### config.mk
export PLATFORM = sky130hd
export DESIGN_NAME = sgnmag_bcd_conv
export DESIGN_NICKNAME = d
export VERILOG_FILES = /design/src/rtl/sgnmag_bcd_conv.sv
export SDC_FILE = /design/constraint.sdc
export NUM_CORES = 1
export LEC_CHECK = 0
export ABC_AREA = 0
export BUFFER_PORTS_ARGS = -buffer_cell sky130_fd_sc_hd__buf_2
export CORE_MARGIN = 3
export CORE_UTILIZATION = 60
export CTS_BUF_LIST = sky130_fd_sc_hd__clkbuf_8
export DETAILED_ROUTE_END_ITERATION = 12
export PLACE_DENSITY = 0.83
export SKIP_LAST_GASP = 1
export SYNTH_ARGS = -nofsm -noshare
export SYNTH_HDL_FRONTEND = slang
export SYNTH_SLANG_ARGS = --single-unit
### constraint.sdc
create_clock -name clk -period 3.24 [get_ports clk]
set_input_delay 0.486 -clock clk [delete_from_list [all_inputs] [get_ports clk]]
set_output_delay 0.486 -clock clk [all_outputs]
set_load 0.005 [all_outputs]
### src/rtl/sgnmag_bcd_conv.sv
// sgnmag_bcd_conv
// Sequential binary-to-BCD converter for the x10 temperature value. Takes the
// sign/magnitude form from conv_sgnmag and produces packed BCD digits plus a
// sign flag for the seven-segment stage. Double dabble, one magnitude bit per
// clock, start/done handshake.
//
// Optional build macro: SGNMAG_BCD_BLANK_EN enables the leading-zero blank mask
// (digits >= 2 only). Without it, blank is tied to zero.
//
// Ports
//   clk        in   system clock, rising edge
//   rst_n      in   asynchronous active-low reset
//   start      in   conversion request, sampled only in IDLE
//   tx10_sign  in   1 = negative
//   tx10_mag   in   [MAG_W-1:0] unsigned magnitude in tenths
//   busy       out  high while converting
//   done       out  one-cycle pulse, results valid from this cycle on
//   sign_out   out  sign of the last completed conversion (negative zero -> 0)
//   bcd        out  [4*NDIG-1:0] packed digits, [3:0] = tenths
//   blank      out  [NDIG-1:0] leading-zero blank mask
//
// state  | meaning
// IDLE   | waiting for start
// CONV   | one add-3/shift step per cycle, MAG_W cycles
// DONE   | results presented, done pulse
module sgnmag_bcd_conv #(
  parameter int MAG_W = 17,
  parameter int NDIG  = 6
) (
  input  logic                clk,
  input  logic                rst_n,
  input  logic                start,
  input  logic                tx10_sign,
  input  logic [MAG_W-1:0]    tx10_mag,
  output logic                busy,
  output logic                done,
  output logic                sign_out,
  output logic [4*NDIG-1:0]   bcd,
  output logic [NDIG-1:0]     blank
);

  localparam int BW    = 4 * NDIG;
  localparam int CNT_W = $clog2(MAG_W + 1);

  // The digit count must cover the largest magnitude.
  if (64'(10) ** NDIG <= (64'd1 << MAG_W) - 64'd1) begin : g_ndig_chk
    $error("sgnmag_bcd_conv: NDIG too small for MAG_W");
  end

  typedef enum logic [1:0] {
    S_IDLE = 2'd0,
    S_CONV = 2'd1,
    S_DONE = 2'd2
  } state_e;

  state_e            state_q, state_d;
  logic [MAG_W-1:0]  sh_q, sh_d;
  logic [BW-1:0]     scr_q, scr_d;
  logic [CNT_W-1:0]  cnt_q, cnt_d;
  logic              sign_q, sign_d;
  logic              sign_out_q, sign_out_d;
  logic [BW-1:0]     bcd_q, bcd_d;
  logic [BW-1:0]     scr_adj;
  logic [BW-1:0]     scr_shift;

`ifdef SGNMAG_BCD_BLANK_EN
  logic [NDIG-1:0]   blank_q, blank_d;

  // Blank leading zero digits from the MSD down to digit 2; "0.0" always shows.
  function automatic logic [NDIG-1:0] lz_blank(input logic [BW-1:0] v);
    logic [NDIG-1:0] m;
    logic            run;
    m   = '0;
    run = 1'b1;
    for (int i = NDIG - 1; i >= 2; i--) begin
      if (v[4*i +: 4] != 4'd0) run = 1'b0;
      m[i] = run;
    end
    return m;
  endfunction
`endif

  always_comb begin
    scr_adj = scr_q;
    for (int i = 0; i < NDIG; i++) begin
      if (scr_q[4*i +: 4] >= 4'd5) scr_adj[4*i +: 4] = scr_q[4*i +: 4] + 4'd3;
    end
    scr_shift = {scr_adj[BW-2:0], sh_q[MAG_W-1]};
  end

  always_comb begin
    state_d    = state_q;
    sh_d       = sh_q;
    scr_d      = scr_q;
    cnt_d      = cnt_q;
    sign_d     = sign_q;
    sign_out_d = sign_out_q;
    bcd_d      = bcd_q;
`ifdef SGNMAG_BCD_BLANK_EN
    blank_d    = blank_q;
`endif
    case (state_q)
      S_IDLE: begin
        if (start) begin
          sh_d    = tx10_mag;
          sign_d  = tx10_sign & (|tx10_mag);
          scr_d   = '0;
          cnt_d   = CNT_W'(MAG_W);
          state_d = S_CONV;
        end
      end
      S_CONV: begin
        sh_d  = sh_q << 1;
        scr_d = scr_shift;
        cnt_d = cnt_q - CNT_W'(1);
        // Results are loaded on the edge into DONE so they are valid with done.
        if (cnt_q == CNT_W'(1)) begin
          state_d    = S_DONE;
          bcd_d      = scr_shift;
          sign_out_d = sign_q;
`ifdef SGNMAG_BCD_BLANK_EN
          blank_d    = lz_blank(scr_shift);
`endif
        end
      end
      S_DONE:  state_d = S_IDLE;
      default: state_d = S_IDLE;
    endcase
  end

  always_ff @(posedge clk or negedge rst_n) begin
    if (!rst_n) begin
      state_q    <= S_IDLE;
      sh_q       <= '0;
      scr_q      <= '0;
      cnt_q      <= '0;
      sign_q     <= 1'b0;
      sign_out_q <= 1'b0;
      bcd_q      <= '0;
`ifdef SGNMAG_BCD_BLANK_EN
      blank_q    <= '0;
`endif
    end else begin
      state_q    <= state_d;
      sh_q       <= sh_d;
      scr_q      <= scr_d;
      cnt_q      <= cnt_d;
      sign_q     <= sign_d;
      sign_out_q <= sign_out_d;
      bcd_q      <= bcd_d;
`ifdef SGNMAG_BCD_BLANK_EN
      blank_q    <= blank_d;
`endif
    end
  end

  assign busy     = (state_q == S_CONV);
  assign done     = (state_q == S_DONE);
  assign sign_out = sign_out_q;
  assign bcd      = bcd_q;
`ifdef SGNMAG_BCD_BLANK_EN
  assign blank    = blank_q;
`else
  assign blank    = '0;
`endif

endmodule

* Yosys cells after proc, flatten, opt, wreduce, memory -nomap -nowiden *
Cells that the tools add are included.
Widths: inputs -> output; s select.

storage, ports and cells
  flip-flop bits (word level) = 74
  input port bits = 21
  output and inout bits = 33

cells by class
  add/subtract/negate cells = 7
  $lt $le $gt $ge = 6
  eq/ne operators = 5
  mux-type cells = 15
  bitwise operators = 1
  reduce and logical (&&, ||, !) cells = 7

operators by type and width
  cell                 count
  $pmux 24 s2          1
  $pmux 17 s2          1
  $ge 4x3->1 const B   6
  $mux 24              1
  $add 4x2->4 const B  5
  $mux 4               5
  $mux 17              1
  $reduce_or 17->1     1
  $pmux 5 s2           1
  $reduce_and 2->1     4
  $eq 5x1->1 const B   1
  $mux 5               1
  $sub 5x1->5 const B  1
  $mux 2               2
  $pmux 2 s2           1
  $add 3x2->3 const B  1
  $mux 3               1
  $eq 2x1->1 const B   1
  $eq 2x2->1 const B   1
  $logic_not 2->1      1
  $ne 2x1->1 const B   1
  $ne 2x2->1 const B   1
  $reduce_bool 2->1    1
  $and 1x1->1          1

* Logic depth before layout (Yosys ltp) *
  depth in word-level cells = 3
  gate-level depth with buffers = 7
  depth with buffers taken out = 6

* Worst setup path before layout *
Ideal clock, no wire load.

  kind = reg2reg
  start point = reg cnt_q[1]
  end point = reg bcd_q[21], in the netlist bcd[21]
  setup time = 0.125 ns
  data arrival time = 1.474 ns
  data required time = 3.115 ns
  setup slack = 1.641 ns
  stages on the path, launching flop included = 7
  buffers on the path = 0
  cell sequence = dfrtp_1 -> inv_1 -> ha_1 -> nor4b_4 -> nand2_4 -> clkinv_2 -> mux2_4

between the ends
  cells in the longest elaborated chain, start to end = 2

RTL lines
  what                               RTL line  RTL
  start, declared                    59        logic [CNT_W-1:0] cnt_q, cnt_d;
  start signal, assigned             147       cnt_q <= cnt_d;
  $eq 5x1->1                         117       if (cnt_q == CNT_W'(1)) begin
  $reduce_and 2->1 (no source line)  -
  end signal, assigned               139       bcd_q <= '0;
  end signal, assigned               150       bcd_q <= bcd_d;
  end, declared                      62        logic [BW-1:0] bcd_q, bcd_d;

No other way between the ends.
A chain may end at the register's enable or synchronous reset.

* Final worst setup path *
  start point = reg state_q[0]
  end point = out busy

between the ends
  cells in the longest elaborated chain, start to end = 1

RTL lines
  what                    RTL line  RTL
  start, declared         56        state_e state_q, state_d;
  start signal, assigned  144       state_q <= state_d;
  $eq 2x1->1              157       assign busy = (state_q == S_CONV);
  end, declared           35        output logic busy,

No other way between the ends.

==> results.json <==
{
  "status": "complete, but fails checks",
  "violations": "negative hold slack",
  "hpwl_mm": 5.49,
  "cts_made_buffers": 9,
  "hp-class": "in -> async",
  "synth_ff_type": "dfrtp_1",
  "antenna_found_initial": 0,
  "cp-start-kind": "flip-flop",
  "coreArea_um2": 5640,
  "crit_family": "flip-flops",
  "finalSetupViolations": 0,
  "reg2reg_depth": 5,
  "slowest_delay_ns": 0.74,
  "antenna_left": 0,
  "clock-root-buffer": "clkbuf_8",
  "cts_resized": 0,
  "worst_clock_skew_ns": 0.00608,
  "dpl_cell_area_um2": 3840,
  "tns_ns": 0,
  "crit_buf_inv": 2,
  "timing.hold.ws_ns": -0.00128,
  "netlist_area_um2": 3590,
  "fillers": 408,
  "clk_latency_ns": 0.36,
  "worstSetupEndpointType": "output port",
  "drt_iter0_drc": 189,
  "overflow": 0,
  "yosysWarnings": 0,
  "pin_count": 54,
  "postSynth.asyncResetShare_pct": 100,
  "wirelength_mm": 7.76,
  "synth_cell_type_count": 34,
  "nNetsFinal": 444,
  "h-tree-depth": 3,
  "yosysSeqAreaShare_pct": 51.5,
  "initial_core_util_pct": 63.7,
  "grt_pass1_wl_mm": 13.0,
  "final_max_slew_viol_count": 0,
  "synth_top_area_share_pct": 51.5,
  "fin_util_pct": 71.0,
  "arrival_ns": 1.74,
  "die_y_um": 83.4,
  "synth_most_common_cell": "dfrtp_1",
  "rows": 27,
  "drcViolationCount": 0,
  "grt_pass1_vias": 2737,
  "cts.reportedPaths.clkPinSlew_ns": 0.07,
  "critPathRequiredTime_ns": 2.75,
  "fin_crit_ns": 2.22,
  "cts.sinks": 74,
  "final_cells": 485,
  "cts_buffer_depth": 2,
  "post_cts_buffers": 0,
  "cp.depth": 3,
  "worst-setup-path-type": "reg -> out",
  "synth_top_cell_by_area": "dfrtp_1",
  "drive_above_1_share_pct": 20.6,
  "cts_tree": "built",
  "dp.cells": 470,
  "p_leak_nw": 1.85,
  "multi_input_area_um2": 1560,
  "tightest_slew_ns": 0.707,
  "synth_common_cells": "dfrtp_1, o21ai_0, nand2_1, a21oi_1, a22oi_1",
  "insertedDiodeCount": 0,
  "synth-seq-cells": 74,
  "viasPerCell": 5.77,
  "worstPathMaxFanout": 21,
  "power.density_nw_per_um2": 972,
  "max_freq_ghz": 0.450,
  "slowest_stage": "dfrtp_1",
  "crit_chain": "nand2b_1 > inv_2 > buf_2",
  "grt_max_degree": 42,
  "rsz0062_at_grt": "no",
  "vias": 2799,
  "hold_viol_final": 2,
  "seq_area_um2": 1850,
  "cts_hold_buf": 0,
  "syn_to_final_growth_pct": 11.5,
  "maxCapViolCount": 0,
  "grtUsageTotal_pct": 23.6,
  "synth_area_leaders": "dfrtp_1, o21ai_0, nand2_1",
  "avgRoutedWirePerCell_um": 16.0,
  "synth_area_per_cell_um2": 9.85,
  "design_area_um2": 4010,
  "postSynthCellCount": 365,
  "power.total_mw": 3.89,
  "die_x_um": 83.4,
  "gp_congestion": 0.870,
  "firstDrtPassIters": 5,
  "die-area_um2": 6960,
  "io_buffers": 47,
  "period_share_pct": 68.6,
  "ir_drop_uv": 468,
  "slew_headroom_pct": 52.8,
  "synth_enable_flop_cells": 0
}
flip-flops by register name (all words and copies together) (netlist names):
register and cells:
scr_q 24, sh_q 17, bcd 24, cnt_q 5
sign_q 1, sign_out 1, state_q 2
cell type report:
cell class	count	area share, %
multi-input cells	256	39.0
repair buffers	51	6.62
clock buffers	11	3.78
flip-flops and latches	74	46.2
clock inverters	4	0.468
well taps	72	2.25
inverters	17	1.62
kinds of logic after synthesis:
family | Yosys count | synth area share (%)
other | 1 | 0.104
muxes | 10 | 3.20
buffers and inverters | 40 | 5.60
and+or+nand+nor | 99 | 14.7
xor gates and xnor gates | 7 | 1.71
DFF | 74 | 51.5
AOI/OAI and AO/OA | 120 | 18.3
adders and majority gates | 14 | 4.87
worst reg2reg max path, cell delays in order (launching register included):
cell      delay (ns)
dfrtp_1         0.74
nand2b_1        0.17
inv_2           0.30
nand2_4         0.29
clkinv_2        0.22
mux2_4          0.31
report_power, final:
group / switching [mW] / internal, mW
Combinational: 0.878 / 0.691
Clock: 0.330 / 0.309
Sequential: 0.353 / 1.33
path summary, 6_finish.rpt:
kind                                         endpoint  slack [ns]                    from
worst max-delay path                             busy        1.02  state_q[0]$_DFFE_PN0P_
worst max register to register    bcd[21]$_DFFE_PN0P_        1.11  state_q[0]$_DFFE_PN0P_
min in group clk                 sh_q[15]$_DFFE_PN0P_        0.43            tx10_mag[15]
worst min-delay path               sign_q$_DFFE_PN0P_      -0.001                   rst_n
worst min register to register     bcd[6]$_DFFE_PN0P_        0.48      bcd[6]$_DFFE_PN0P_
max in group asynchronous       scr_q[11]$_DFFE_PN0P_        2.45                   rst_n
cell usage in the layout (no fill, tap or decap):
cell type / synthesis / routed
conb_1: 1 / 6
nor4b_4: 1 / 1
a31oi_1: 6 / 6
buf_4: 7 / 4
o21bai_2: 0 / 1
nand2_1: 54 / 54
dfrtp_1: 74 / 74
ha_1: 14 / 14
o21ai_1: 7 / 7
clkinv_2: 1 / 4
mux2i_1: 1 / 1
o21ai_0: 64 / 64
nor4_1: 4 / 4
or4_1: 2 / 2
nor4b_1: 1 / 1
nand3_1: 2 / 2
a22o_1: 2 / 2
inv_2: 1 / 1
a22oi_1: 16 / 16
nor2b_1: 5 / 5
mux2_2: 8 / 8
inv_1: 15 / 16
and2b_1: 4 / 4
clkbuf_8: 0 / 11
nor3b_1: 5 / 5
buf_2: 7 / 47
nor3_1: 6 / 6
nand2b_1: 8 / 8
mux2_4: 1 / 1
xnor2_1: 7 / 7
nand2_4: 1 / 1
or3b_2: 6 / 6
a21oi_1: 24 / 24
through the flow:
| step | setup WS, ns | hold slack (ns) |
|---|---|---|
| 2_1_floorplan | 1.64 | 0.190 |
| 3_3_place_gp | 1.23 | 0.371 |
| 3_5_place_dp | 1.14 | 0.375 |
| 4_1_cts | 1.04 | 0.00272 |
| 5_1_grt | 0.868 | 0.0125 |
| 6_report | 1.02 | -0.00128 |
metal layers:
metal | track usage, % | up-vias | share of wire [%]
met5 | 0 | - | 0
met4 | 10.8 | 0 | 2.3
met3 | 4.17 | 17 | 4.3
met2 | 36.6 | 64 | 49
met1 | 32.3 | 1364 | 44
li1 | - | 1354 | -
No activity file was read; power rests on OpenSTA's default activity.
